`src/rtl/seq_pkg.sv`:
```
// Shared types for the instruction sequencer: opcode, FSM state, datapath op
// encoding and the stall-counter width.
package seq_pkg;

  localparam int unsigned OPC_W   = 3;
  localparam int unsigned STALL_W = 4;

  typedef enum logic [OPC_W-1:0] {
    OPC_NOP      = 3'b000,
    OPC_STALL    = 3'b001,
    OPC_MULT_YD  = 3'b010,
    OPC_MULT_X1D = 3'b011,
    OPC_ADD      = 3'b100,
    OPC_RSVD     = 3'b101,
    OPC_WAIT_SW  = 3'b110,
    OPC_LOAD_X   = 3'b111
  } opcode_e;

  typedef enum logic [2:0] {
    ST_IDLE    = 3'd0,
    ST_RUN     = 3'd1,
    ST_WAIT_OP = 3'd2,
    ST_STALL   = 3'd3,
    ST_WAIT_SW = 3'd4
  } state_e;

  typedef enum logic [1:0] {
    OP_IDLE     = 2'd0,
    OP_MULT_YD  = 2'd1,
    OP_MULT_X1D = 2'd2,
    OP_ADD      = 2'd3
  } op_e;

  // Map a datapath opcode to the operation code presented on o_op.
  function automatic op_e opc_to_op(input opcode_e opc);
    case (opc)
      OPC_MULT_YD:  return OP_MULT_YD;
      OPC_MULT_X1D: return OP_MULT_X1D;
      OPC_ADD:      return OP_ADD;
      default:      return OP_IDLE;
    endcase
  endfunction

endpackage

```
`src/rtl/pc_counter.sv`:
```
// Program counter: synchronous clear has priority over increment; wraps
// modulo 2^Psize.
module pc_counter #(
  parameter int unsigned Psize = 3
) (
  input  logic             clk,
  input  logic             rst_n,
  input  logic             clear,
  input  logic             inc,
  output logic [Psize-1:0] pc
);

  always_ff @(posedge clk or negedge rst_n) begin
    if (!rst_n) begin
      pc <= '0;
    end else if (clear) begin
      pc <= '0;
    end else if (inc) begin
      pc <= pc + Psize'(1);
    end
  end

endmodule

```
`src/rtl/instr_sequencer.sv`:
```
// Instruction sequencer: fetches from a zero-latency program memory, decodes
// in the fetch cycle and drives datapath start/op/load-X controls.
module instr_sequencer
  import seq_pkg::*;
#(
  parameter int unsigned Psize        = 3,
  parameter int unsigned Isize        = 2,
  parameter int unsigned STALL_CYCLES = 2
) (
  input  logic             i_clk,
  input  logic             i_rst_n,
  input  logic             i_sw,
  input  logic [Isize:0]   i_instr,
  input  logic             i_op_done,
  output logic [Psize-1:0] o_address,
  output logic             o_start,
  output logic [1:0]       o_op,
  output logic             o_load_x,
  output logic             o_busy
);

  localparam logic [STALL_W-1:0] STALL_LOAD = STALL_W'(STALL_CYCLES - 1);

  state_e               state, state_nx;
  logic [STALL_W-1:0]   cnt, cnt_nx;
  op_e                  op_q, op_nx;
  op_e                  op_c;
  opcode_e              opc;
  logic                 pc_inc, pc_clr;
  logic                 start_c, load_x_c;
  logic [Psize-1:0]     pc;

  assign opc = opcode_e'(i_instr[OPC_W-1:0]);

  pc_counter #(
    .Psize (Psize)
  ) u_pc (
    .clk   (i_clk),
    .rst_n (i_rst_n),
    .clear (pc_clr),
    .inc   (pc_inc),
    .pc    (pc)
  );

  // State register plus the held operation and stall countdown.
  always_ff @(posedge i_clk or negedge i_rst_n) begin
    if (!i_rst_n) begin
      state <= ST_IDLE;
      cnt   <= '0;
      op_q  <= OP_IDLE;
    end else begin
      state <= state_nx;
      cnt   <= cnt_nx;
      op_q  <= op_nx;
    end
  end

  // Next-state, pc control and pulse decode. Pulses depend only on state and
  // the instruction addressed by pc, never on i_sw or i_op_done.
  always_comb begin
    state_nx = state;
    cnt_nx   = cnt;
    op_nx    = op_q;
    op_c     = OP_IDLE;
    pc_inc   = 1'b0;
    pc_clr   = 1'b0;
    start_c  = 1'b0;
    load_x_c = 1'b0;

    case (state)
      ST_IDLE: begin
        if (i_sw) begin
          state_nx = ST_RUN;
        end
      end

      ST_RUN: begin
        case (opc)
          OPC_LOAD_X: begin
            load_x_c = 1'b1;
            pc_inc   = 1'b1;
          end
          OPC_MULT_YD, OPC_MULT_X1D, OPC_ADD: begin
            start_c  = 1'b1;
            op_c     = opc_to_op(opc);
            op_nx    = opc_to_op(opc);
            state_nx = ST_WAIT_OP;
          end
          OPC_STALL: begin
            cnt_nx   = STALL_LOAD;
            state_nx = ST_STALL;
          end
          OPC_WAIT_SW: begin
            state_nx = ST_WAIT_SW;
          end
          default: begin
            pc_inc = 1'b1;
          end
        endcase
      end

      // A done pulse in the start cycle lands in RUN and is never seen here.
      ST_WAIT_OP: begin
        op_c = op_q;
        if (i_op_done) begin
          pc_inc   = 1'b1;
          op_nx    = OP_IDLE;
          state_nx = ST_RUN;
        end
      end

      ST_STALL: begin
        if (cnt == '0) begin
          pc_inc   = 1'b1;
          state_nx = ST_RUN;
        end else begin
          cnt_nx = cnt - STALL_W'(1);
        end
      end

      ST_WAIT_SW: begin
        if (!i_sw) begin
          pc_clr   = 1'b1;
          state_nx = ST_IDLE;
        end
      end

      default: begin
        state_nx = ST_IDLE;
      end
    endcase
  end

  assign o_address = pc;
  assign o_start   = start_c;
  assign o_load_x  = load_x_c;
  assign o_op      = op_c;
  assign o_busy    = (state != ST_IDLE);

  always_ff @(posedge i_clk) begin
    if (i_rst_n) begin
      assert (!(start_c && load_x_c));
    end
  end

endmodule

```
`config.mk`:
```
export PLATFORM = sky130hd
export DESIGN_NAME = instr_sequencer
export DESIGN_NICKNAME = d
export VERILOG_FILES = /design/src/rtl/seq_pkg.sv /design/src/rtl/pc_counter.sv /design/src/rtl/instr_sequencer.sv
export SDC_FILE = /design/constraint.sdc
export NUM_CORES = 1
export LEC_CHECK = 0
export BUFFER_PORTS_ARGS = -buffer_cell sky130_fd_sc_hd__buf_2
export CELL_PAD_IN_SITES_DETAIL_PLACEMENT = 0
export CELL_PAD_IN_SITES_GLOBAL_PLACEMENT = 2
export CORE_MARGIN = 4
export CORE_UTILIZATION = 35
export DETAILED_ROUTE_END_ITERATION = 10
export PLACE_DENSITY_LB_ADDON = 0.1
export SETUP_SLACK_MARGIN = 0.3
export SLEW_MARGIN = 5
export SYNTH_ARGS = -nofsm -noshare
export SYNTH_HDL_FRONTEND = slang
export SYNTH_HIERARCHICAL = 1
export SYNTH_SLANG_ARGS = --single-unit
```
`constraint.sdc`:
```
create_clock -name i_clk -period 3.4 [get_ports i_clk]
set_input_delay 0.17 -clock i_clk [delete_from_list [all_inputs] [get_ports i_clk]]
set_output_delay 0.17 -clock i_clk [all_outputs]
set_load 0.01 [all_outputs]
```
* After elaboration in Yosys (flattened, before gate mapping)
Index checks and enable logic that the tools add are counted.
** Storage, ports and cells
- Latch bits :: 0
- Bits in registers :: 12
- ROM bits :: 0
- Memory bits (writable) :: 0
- Memories :: 0
- Input bits :: 7
** Operators by class
- Divide/modulo/power cells :: 0
- Magnitude comparators :: 0
- $mul :: 0
- Equal/unequal tests :: 18
- Add/sub/neg operators :: 2
- Bitwise gates (word level) :: 0
- Shift operators :: 0
- Mux-type cells :: 27
- Reductions and logical operators :: 11
** Operators with widths (count)
- $mux 3 :: 6
- $pmux 3 s5 :: 1
- $eq 3x2->1 const B :: 4
- $eq 3x3->1 const B :: 4
- $ne 2x2->1 const B :: 6
- $mux 1 :: 9
- $pmux 3 s3 :: 1
- $mux 4 :: 2
- $pmux 2 s2 :: 2
- $pmux 4 s2 :: 1
- $eq 3x1->1 const B :: 2
- $mux 2 :: 3
- $pmux 2 s3 :: 1
- $reduce_and 3->1 :: 2
- $reduce_bool 2->1 :: 3
- $reduce_and 5->1 :: 1
- $reduce_or 5->1 :: 1
- $logic_not 4->1 :: 1
- $ne 4x2->1 const B :: 1
- $sub 4x1->4 const B :: 1
- $add 3x1->3 const B :: 1
- $logic_not 3->1 :: 1
- $pmux 1 s3 :: 1
- $reduce_bool 3->1 :: 1
- 2 further kinds :: 2

* Logic depth before layout (Yosys ltp)
Gate-level depths: netlist of run 1.
- Depth in word-level cells :: 6
- Gate-level depth with buffers :: 8
- Depth with buffers taken out :: 7

* Hierarchy
The synthesis of run 1 kept the hierarchy.
** Modules (own cells, without submodules)
- instr_sequencer :: area each 716.9 um^2, times used 1, cells each 81, sequential area each 225.2 um^2
- pc_counter :: area each 136.4 um^2, times used 1, cells each 11, sequential area each 75.1 um^2

* Worst setup path before layout of run 1
OpenSTA, ideal clock, no wires.
- Path kind :: reg-to-reg
- Start :: register cnt[0]
- End :: register u_pc.pc[1]
- Library setup time :: 0.136 ns
- Path buffers :: 1
- Data arrival time :: 1.953 ns
- Path slack :: 1.311 ns
- Stages on the path, launching flop included :: 9
- Cell sequence :: dfrtp_1 inv_1 ha_1 or3b_1 buf_2 mux2_4 o21ai_0 mux2i_1 nor2_1
** Between the ends
- Word-level cells in the longest chain between the ends :: 4
** Ends and longest elaborated chain
- from (decl) :: line instr_sequencer.sv:25 : logic [STALL_W-1:0] cnt, cnt_nx;
- from (signal assigned) :: line instr_sequencer.sv:53 : cnt <= cnt_nx;
- $logic_not 4->1 :: line instr_sequencer.sv:113 : if (cnt == '0) begin
- $mux 1 :: line instr_sequencer.sv:113
- $pmux 1 s3 :: line instr_sequencer.sv:70 : case (state)
- via pc_inc :: line instr_sequencer.sv:29 : logic pc_inc, pc_clr;
- $reduce_bool 2->1 (no line)
- to (signal assigned) :: line pc_counter.sv:19 : pc <= pc + Psize'(1);
- to (decl) :: line pc_counter.sv:10 : output logic [Psize-1:0] pc
The timed path passes the listed nets, and every way through them passes these cells.
A chain may end at the register's enable or synchronous reset.

* Worst setup path in the final report of run 1
Ends and elaborated chain as after synthesis.

==> metrics.yaml, run 1 <==
outcome: "complete, no violations"
insertion_delay_ns: 0.28
max_stage_delay_ns: 0.47
tightest_slew_ns: 0.579
drive_gt1_share_pct: 22.3
setup_tns_ns: 0
worstPathRequired_ns: 3.54
numCtsBuffers: 3
ios: 15
cts_buffer_depth: 2
reg2reg_slack_ns: 1.12
multi_input_area_um2: 479
ctsHoldBuffers: 1
hold-worst-slack_ns: 0.160
wire_per_inst_um: 14.7
final_cell_mix: "buf_2 (14), dfrtp_1 (12), o21ai_0 (7)"
cts-root-buf: "clkbuf_4"
worstSetupEndpointType: "register"
slew_headroom_pct: 61.0
fin_skew_ns: 0.0133
min_period_ns: 2.28
die_width_um: 57.4
placed_cells: 126
area_delta_synth_final_pct: 11.3
synth-edff-count: 0
path_clk_slew_ns: 0.09
diodes: 0
synth.ff_latch_count: 12
cts_tree: "built"
leakage_nw: 0.423
drv_cap: 0
post-route-period-util_pct: 67.2
post-dp-hpwl_um: 1360
start_kind: "register"
place_ws_ns: 1.14
seq_area_um2: 300
postSynth.asyncResetShare_pct: 100
grt_pass1_wl_um: 3330
layout_commonest_cell: "buf_2"
drt.antenna.violating_nets: 0
drv_slew: 0
ir_worst_vdd_v: 0.000467
gp_congestion: 0.755
stdcell_count: 131
port_buffers: 14
worstPathCellList: "inv_1 > ha_1 > or3b_1 > mux2_4 > o21ai_0 > mux2i_1 > nor2_1"
arrival_ns: 2.43
path_max_fanout: 6
synth.distinct_cells: 40
grtUsageMet3_pct: 2.71
die_h_um: 57.4
p_per_area_nw_per_um2: 808
cp_num_buf_inv: 1
timing.rr.start: "cnt[0]$_DFFE_PN0P_"
syn_nets: 101
vias: 710
hold_path.class: "in2reg"
htreeDepth: 1
fmax_ghz: 0.438
worstHoldStart: "i_sw"
drc: 0
min_to: "state[2]$_DFFE_PN0P_"
reg2reg_to: "u_pc/pc[1]$_DFFE_PN0P_"
cp_slowest_cell: "o21ai_0"
avgViaCountPerCell: 5.42
rsz0062_at_grt: "false"
dr.pass1.iters: 4
drt_iter0_markers: 15
avgSynthCellArea_um2: 9.28
nets: 113
gr-usage-met2_pct: 18.5
setup_viol: 0
hold_viol: 0
grt_pass1_vias: 719
grt_overflow: 0
syn_inst: 92
met1_usage_pct: 18.3
hold_depth: 3
critical_path_class: "reg2reg"
ctsResizeCount: 0
fillers: 225
std_cell_rows: 17
critPathTopFamily: "multiplexers"
clkSinkCount: 12
worst_slack_ns: 1.12
core-area_um2: 2280
wirelength_um: 1930
grt_max_degree: 15
ys.flop_type: "dfrtp_1"
cts_setup_buffers: 0
grt_antenna_before_repair: 0
die_area_um2: 3290
start_util_pct: 37.5
busiest_layer: "met2"
critical_path.startpoint: "cnt[0]$_DFFE_PN0P_"
grt.total_usage_pct: 12.9
ys_warn_count: 6
final_core_util_pct: 41.7
ys_seq_area_share_pct: 35.2
mappedNetlistArea_um2: 853
rr_worst_depth: 7
==> worst min-delay path: stages <==
cell and delay, ns:
buf_2 0.11, nand3b_1 0.07, a21oi_1 0.06
==> area by class of cell <==
type	count	share of cell area, %
multi-input cells	67	50.5
flip-flops and latches	12	31.6
repair buffers	15	8.43
clock buffers	4	3.82
well taps	28	3.69
inverters	5	1.98
==> metal layers <==
metal  vias to the layer above  wire length [µm]
li1                        360                 -
met1                       329              1040
met2                        19               770
met3                         2               100
met4                         0                14
met5                         -                 0
==> stage by stage <==
step | power, W | instance area, µm²
floorplan | 0.000565 | 853
global placement | 0.000650 | 903
detailed placement | 0.000654 | 903
CTS | 0.000778 | 950
global route | 0.000838 | 950
finish | 0.000767 | 950
==> where the power goes <==
part	switching (W)	internal (W)
combinational	0.000180	0.000179
clock	0.0000540	0.0000651
sequential	0.0000792	0.000210
==> worst max path at each step <==
stage                                         to  slack, ns  cells past startpoint
after global placement    u_pc/pc[1]$_DFFE_PN0P_       1.21                      7
after CTS                 u_pc/pc[1]$_DFFE_PN0P_       1.11                      7
after global routing      u_pc/pc[1]$_DFFE_PN0P_       1.00                      7
after floorplan           u_pc/pc[1]$_DFFE_PN0P_       1.31                      8
final                     u_pc/pc[1]$_DFFE_PN0P_       1.12                      7
after detailed placement  u_pc/pc[1]$_DFFE_PN0P_       1.14                      7
==> Yosys cell counts (2+ instances only) <==
library cell | n | area (µm²)
nand2_1 | 4 | 15.0
a22o_1 | 3 | 26.3
a211oi_1 | 2 | 15.0
buf_2 | 2 | 10.0
ha_1 | 2 | 25.0
nand3_1 | 3 | 15.0
o21ai_0 | 7 | 35.0
inv_1 | 5 | 18.8
or3b_1 | 2 | 17.5
nor3_1 | 3 | 15.0
buf_4 | 4 | 30.0
nand3b_1 | 2 | 15.0
and2_0 | 2 | 12.5
mux2i_1 | 4 | 40.0
dfrtp_1 | 12 | 300
nor2_1 | 5 | 18.8
nand2b_1 | 2 | 12.5
or3b_2 | 2 | 17.5
a21oi_1 | 3 | 15.0
nor3b_1 | 3 | 22.5
==> registers in the layout, summed over array words and instances, names as in the netlist <==
name,flops
cnt,4
state,3
u_pc/pc,3
op_q,2
==> logic make-up (layout without fill, tap and decap cells) <==
family / count (synthesis) / after routing / synth area share (%)
compound gates: 22 / 22 / 17.9
xor+xnor: 2 / 2 / 2.05
fa+ha+maj: 2 / 2 / 2.93
buf+inv: 13 / 24 / 8.65
flops: 12 / 12 / 35.2
mux: 5 / 5 / 6.45
simple gates: 36 / 36 / 26.8
Note: power is estimated with default switching activity, not from simulation.
==> run 2: changes to the inputs <==
--- a/config.mk
+++ b/config.mk
@@ -9,7 +9,7 @@
 export CELL_PAD_IN_SITES_DETAIL_PLACEMENT = 0
 export CELL_PAD_IN_SITES_GLOBAL_PLACEMENT = 2
 export CORE_MARGIN = 4
-export CORE_UTILIZATION = 35
+export CORE_UTILIZATION = 33
 export DETAILED_ROUTE_END_ITERATION = 10
 export PLACE_DENSITY_LB_ADDON = 0.1
 export SETUP_SLACK_MARGIN = 0.3
==> constraint.sdc (replaced) <==
create_clock -name i_clk -period 2.4 [get_ports i_clk]
set_input_delay 0.12 -clock i_clk [delete_from_list [all_inputs] [get_ports i_clk]]
set_output_delay 0.12 -clock i_clk [all_outputs]
set_load 0.01 [all_outputs]
==> run 2 against run 1 <==
  * Combinational power is 59% higher
  * Setup slack worse by 0.65 ns
  * Worst hold slack lost 0.030 ns
  * Clock power grew 7%
  * Critical path depth grew 1
  * Die area up 5.2%
  * Clock skew is 0.0056 ns lower
  * Via count decreased by 0.28%
  * Largest cell class unchanged
==> metrics.yaml, run 2 (synthesized netlist as in run 1, its figures left out) <==
worst_slack_ns: 0.462
final_cell_mix: "buf_2 (14), dfrtp_1 (12), o21ai_0 (6)"
drv_slew: 0
wirelength_um: 1840
arrival_ns: 2.08
final_cell_area_um2: 963
dr.pass1.iters: 4
largest_register_ffs: 4
stdcell_count: 135
leakage_nw: 0.433
path_max_fanout: 6
drv_cap: 0
diodes: 0
grt_pass1_vias: 677
numCtsBuffers: 3
layout_commonest_cell: "buf_2"
fmax_ghz: 0.516
gp_congestion: 0.785
place_ws_ns: 0.388
switchingPower_w: 0.000437
worstPathCellList: "inv_1 > ha_1 > or3b_4 > mux2_4 > o21ai_1 > buf_4 > mux2i_1 > nor2_1"
final_core_util_pct: 38.9
clkSinkCount: 12
slew_headroom_pct: 59.7
ir_worst_vdd_v: 0.000444
cts_setup_buffers: 0
setup_tns_ns: 0
htreeDepth: 1
hold_path.class: "in2reg"
drt_iter0_markers: 32
largestRegisters: "cnt (4), state (3), u_pc/pc (3)"
grt_pass1_wl_um: 3190
fin_skew_ns: 0.00769
start_util_pct: 34.4
path_clk_slew_ns: 0.08
reg2reg_slack_ns: 0.46
top_register: "cnt"
cts_buffer_depth: 2
grt_max_degree: 15
tightest_slew_ns: 0.596
setup_viol: 0
port_buffers: 14
nets: 116
min_period_ns: 1.94
wire_per_inst_um: 13.6
drive_gt1_share_pct: 24.8
area_delta_synth_final_pct: 12.9
avgViaCountPerCell: 5.24
p_per_area_nw_per_um2: 1120
rsz0062_at_grt: "false"
worstSetupEndpointType: "register"
std_cell_rows: 18
post-dp-hpwl_um: 1370
cts-root-buf: "clkbuf_4"
grt_overflow: 0
internal_power_w: 0.000645
ios: 15
max_stage_delay_ns: 0.41
drt.antenna.violating_nets: 0
critical_path_class: "reg2reg"
die_area_um2: 3460
grt.total_usage_pct: 12.4
pwr-share-comb_pct: 52.7
vias: 708
place_area_um2: 928
die_width_um: 58.9
post-route-period-util_pct: 80.8
placed_cells: 131
drc: 0
swShare_pct: 40.4
cp_slowest_cell: "dfrtp_1"
cts_tree: "built"
die_h_um: 58.9
core-area_um2: 2480
worstPathRequired_ns: 2.54
outcome: "complete, no violations"
seqPwrFrac_pct: 35.5
hold_viol: 0
grt_antenna_before_repair: 0
start_kind: "register"
p_clk_share_pct: 11.7
insertion_delay_ns: 0.28
-- run 2: final cells by class --
cell class              instances  area (µm²)
flip-flops and latches         12         300
inverters                       5        18.8
fillers                       257        1510
well taps                      30        37.5
multi-input cells              67         482
clock buffers                   3        22.5
repair buffers                 18         103
-- run 2: what timing repair did --
action | 4_1_cts | 5_1_grt
endpoints found under the hold margin | 12 | 0
gates resized for setup | 0 | 2
endpoints found under the setup margin | 0 | 3
hold buffers | 1 | 0
-- run 2: metrics by stage --
stage / hold WS, ns / total power [W]
final: 0.129 / 0.00108
after global routing: 0.143 / 0.00119
after CTS: 0.123 / 0.00109
after detailed placement: 0.0307 / 0.000958
after global placement: 0.0291 / 0.000964
after floorplan: -0.176 / 0.000801
-- run 2: path summary, 6_finish.rpt --
path / start / endpoint / cells after the start
setup / recovery: cnt[0]$_DFFE_PN0P_ / u_pc/pc[1]$_DFFE_PN0P_ / 8
setup reg to reg: cnt[0]$_DFFE_PN0P_ / u_pc/pc[1]$_DFFE_PN0P_ / 8
hold / removal: i_sw / state[2]$_DFFE_PN0P_ / 3
max in group asynchronous: i_rst_n / u_pc/pc[1]$_DFFE_PN0P_ / 2
hold reg to reg: cnt[3]$_DFFE_PN0P_ / cnt[3]$_DFFE_PN0P_ / 1
min in group asynchronous: i_rst_n / u_pc/pc[0]$_DFFE_PN0P_ / 2
-- run 2: worst max-delay path: cells and delay by family, from the launching register on --
kind / cells / cell delay (ns)
compound gates: 1 / 0.13
fa+ha+maj: 1 / 0.15
buf+inv: 2 / 0.22
flops: 1 / 0.41
mux: 2 / 0.45
simple gates: 2 / 0.46
-- run 2: metal layers --
| layer | vias to the layer above | global-route usage, % | wire length [µm] |
|---|---|---|---|
| met5 | - | 0 | 0 |
| li1 | 361 | - | - |
| met2 | 15 | 16.4 | 749 |
| met3 | 4 | 1.97 | 83 |
| met1 | 328 | 18.0 | 957 |
| met4 | 0 | 8.74 | 49 |
-- run 2: power groups by stage --
| stage | clock [W] | sequential, W | combinational (W) |
|---|---|---|---|
| finish | 0.000127 | 0.000385 | 0.000571 |
| detailed placement | 0 | 0.000387 | 0.000570 |
| floorplan | 0 | 0.000371 | 0.000430 |
| global route | 0.000143 | 0.000402 | 0.000644 |
| global placement | 0 | 0.000389 | 0.000576 |
| CTS | 0.000132 | 0.000384 | 0.000575 |
==> run 3: changes to the inputs <==
--- a/config.mk
+++ b/config.mk
@@ -5,11 +5,12 @@
 export SDC_FILE = /design/constraint.sdc
 export NUM_CORES = 1
 export LEC_CHECK = 0
+export ABC_AREA = 1
 export BUFFER_PORTS_ARGS = -buffer_cell sky130_fd_sc_hd__buf_2
 export CELL_PAD_IN_SITES_DETAIL_PLACEMENT = 0
 export CELL_PAD_IN_SITES_GLOBAL_PLACEMENT = 2
 export CORE_MARGIN = 4
-export CORE_UTILIZATION = 33
+export CORE_UTILIZATION = 27
 export DETAILED_ROUTE_END_ITERATION = 10
 export PLACE_DENSITY_LB_ADDON = 0.1
 export SETUP_SLACK_MARGIN = 0.3
==> constraint.sdc (replaced) <==
create_clock -name i_clk -period 1.6 [get_ports i_clk]
set_input_delay 0.08 -clock i_clk [delete_from_list [all_inputs] [get_ports i_clk]]
set_output_delay 0.08 -clock i_clk [all_outputs]
set_load 0.01 [all_outputs]
==> run 3 against run 2 <==
  * Clock power up 100%
  * Routed wire length up 18%
  * Flip-flop and latch count unchanged
  * Count of clock-buffer cells in the layout up 1
  * Critical endpoint is now o_op[0]
  * Highest routed layer unchanged
==> metrics.yaml, run 3 <==
outcome: "complete, no violations"
hold_path.class: "in2reg"
area_delta_synth_final_pct: 53.3
worstSetupEndpointType: "output pin"
ys.flop_type: "dfrtp_1"
htreeDepth: 1
largestRegisters: "cnt (4), state (3), u_pc/pc (3)"
numCtsBuffers: 3
drc: 0
dr.pass1.iters: 4
start_util_pct: 29.1
place_area_um2: 946
syn_inst: 114
ios: 15
met1_usage_pct: 14.3
fin_skew_ns: 0.00637
critical_path_class: "reg2out"
cts_buffer_depth: 2
avgViaCountPerCell: 4.68
gr-usage-met2_pct: 17.0
diodes: 0
drv_cap: 0
clkSinkCount: 12
setup_tns_ns: 0
grt_antenna_before_repair: 0
final_cell_mix: "nand2_1 (25), buf_4 (13), buf_2 (12)"
syn_nets: 123
path_max_fanout: 6
synth.distinct_cells: 25
final_cell_area_um2: 1260
avgSynthCellArea_um2: 7.22
wire_per_inst_um: 12.1
drv_slew: 0
slew_headroom_pct: 81.0
layout_commonest_cell: "nand2_1"
std_cell_rows: 19
grt.total_usage_pct: 10.7
yosys-top-cells-area: "dfrtp_1 (36%), nand2_1 (14%), inv_1 (7.8%)"
hold-worst-slack_ns: 0.131
top_register: "cnt"
insertion_delay_ns: 0.28
synth.largest_area_cell: "dfrtp_1"
start_kind: "register"
post-dp-hpwl_um: 1510
wirelength_um: 2170
placed_cells: 160
synth-edff-count: 0
drt_iter0_markers: 26
stdcell_count: 179
netlist.area_leader.share_pct: 36.5
drive_gt1_share_pct: 48.6
die_width_um: 63.2
grt_pass1_vias: 761
vias: 838
synth.ff_latch_count: 12
gp_congestion: 0.734
fillers: 296
grt_max_degree: 13
setup_viol: 0
min_period_ns: 1.37
p_per_area_nw_per_um2: 1870
grtUsageMet3_pct: 3.91
netlist_top_cells_count: "nand2_1 (30), inv_1 (17), dfrtp_1 (12), nand3_1 (12), nor2_1 (11)"
grt_pass1_wl_um: 3450
drt.antenna.violating_nets: 0
yosysMostFrequentCell: "nand2_1"
post-route-period-util_pct: 85.6
postSynth.asyncResetShare_pct: 100
busiest_layer: "met2"
port_buffers: 14
worstPathRequired_ns: 1.52
largest_register_ffs: 4
ys_warn_count: 6
mappedNetlistArea_um2: 823
arrival_ns: 1.29
report.power.total_w: 0.00236
ys_seq_area_share_pct: 36.5
cts-root-buf: "clkbuf_4"
ir_worst_vdd_v: 0.000784
leakage_nw: 0.657
rsz0062_at_grt: "true"
nets: 158
die_h_um: 63.2
hold_viol: 0
tightest_slew_ns: 0.285
path_clk_slew_ns: 0.09
grt_overflow: 0
core-area_um2: 2830
die_area_um2: 4000
cts_tree: "built"
fmax_ghz: 0.730
==> run 3: changes by cell type after synthesis, sizes merged, moves of 3 or more <==
cell and change:
a22o -3, buf -7, inv +14, mux2i -4, nand2 +29, nand3 +10, nor2 +9, nor3b -3
or3b -4
==> run 3: worst max-delay path: stages, from the launching register on <==
cell	delay (ns)
dfrtp_2	0.45
nor2_4	0.14
nand2_4	0.09
inv_8	0.09
nand2_2	0.06
nand2_1	0.05
buf_2	0.12
==> run 3: kinds of logic (layout without fill, tap and decap cells) <==
| family | count (synthesis) | after routing | share of synthesized area [%] |
|---|---|---|---|
| XOR/XNOR | 2 | 2 | 2.13 |
| AO/OA/AOI/OAI | 10 | 10 | 8.06 |
| adder cells (fa/ha/maj) | 2 | 2 | 3.04 |
| buffers and inverters | 21 | 55 | 10.2 |
| flip-flops | 12 | 12 | 36.5 |
| AND/OR/NAND/NOR | 67 | 67 | 40.1 |
==> run 3: report_power, final <==
part	switching (W)	internal, W
Clock	0.000116	0.000138
Combinational	0.000855	0.000701
Sequential	0.000111	0.000438
Total	0.00108	0.00128
==> run 3: final cells by class <==
class / instances / area, µm² / share of cell area [%]
Clock buffer: 4 / 36.3 / 2.87
Inverter: 21 / 88.8 / 7.04
Multi-Input combinational cell: 81 / 583 / 46.2
Sequential cell: 12 / 303 / 24.0
Tap cell: 31 / 38.8 / 3.07
Timing Repair Buffer: 30 / 213 / 16.8
==> run 3: path summary, 6_finish.rpt <==
path | from | to | slack, ns | depth (start not counted)
max | state[1]$_DFFE_PN0P_ | o_op[0] | 0.23 | 6
min | i_sw | state[2]$_DFFE_PN0P_ | 0.13 | 3
max reg2reg | state[2]$_DFFE_PN0P_ | cnt[3]$_DFFE_PN0P_ | 0.28 | 7
min reg2reg | op_q[0]$_DFFE_PN0P_ | op_q[0]$_DFFE_PN0P_ | 0.48 | 2
max in group asynchronous | i_rst_n | state[2]$_DFFE_PN0P_ | 1.16 | 2
min in group asynchronous | i_rst_n | cnt[2]$_DFFE_PN0P_ | 0.20 | 2
==> run 3: timing repair <==
item	CTS	global route
resized for setup	19	25
endpoints found under the setup margin	11	16
hold endpoints to repair	12	0
setup buffers	8	6
pin swaps	7	13
hold buffers	1	0
==> run 3: through the flow <==
stage	worst slack [ns]	util (%)
finish	0.230	44.6
global route	0.168	44.6
CTS	0.210	39.5
detailed placement	0.181	33.4
global placement	0.174	33.4
floorplan	0.321	-
==> run 3: metal layers <==
layer,part of all wire (%),wire (µm)
met1,47,1020
met2,48,1040
met3,3.4,74
met4,1.1,23
met5,0,0
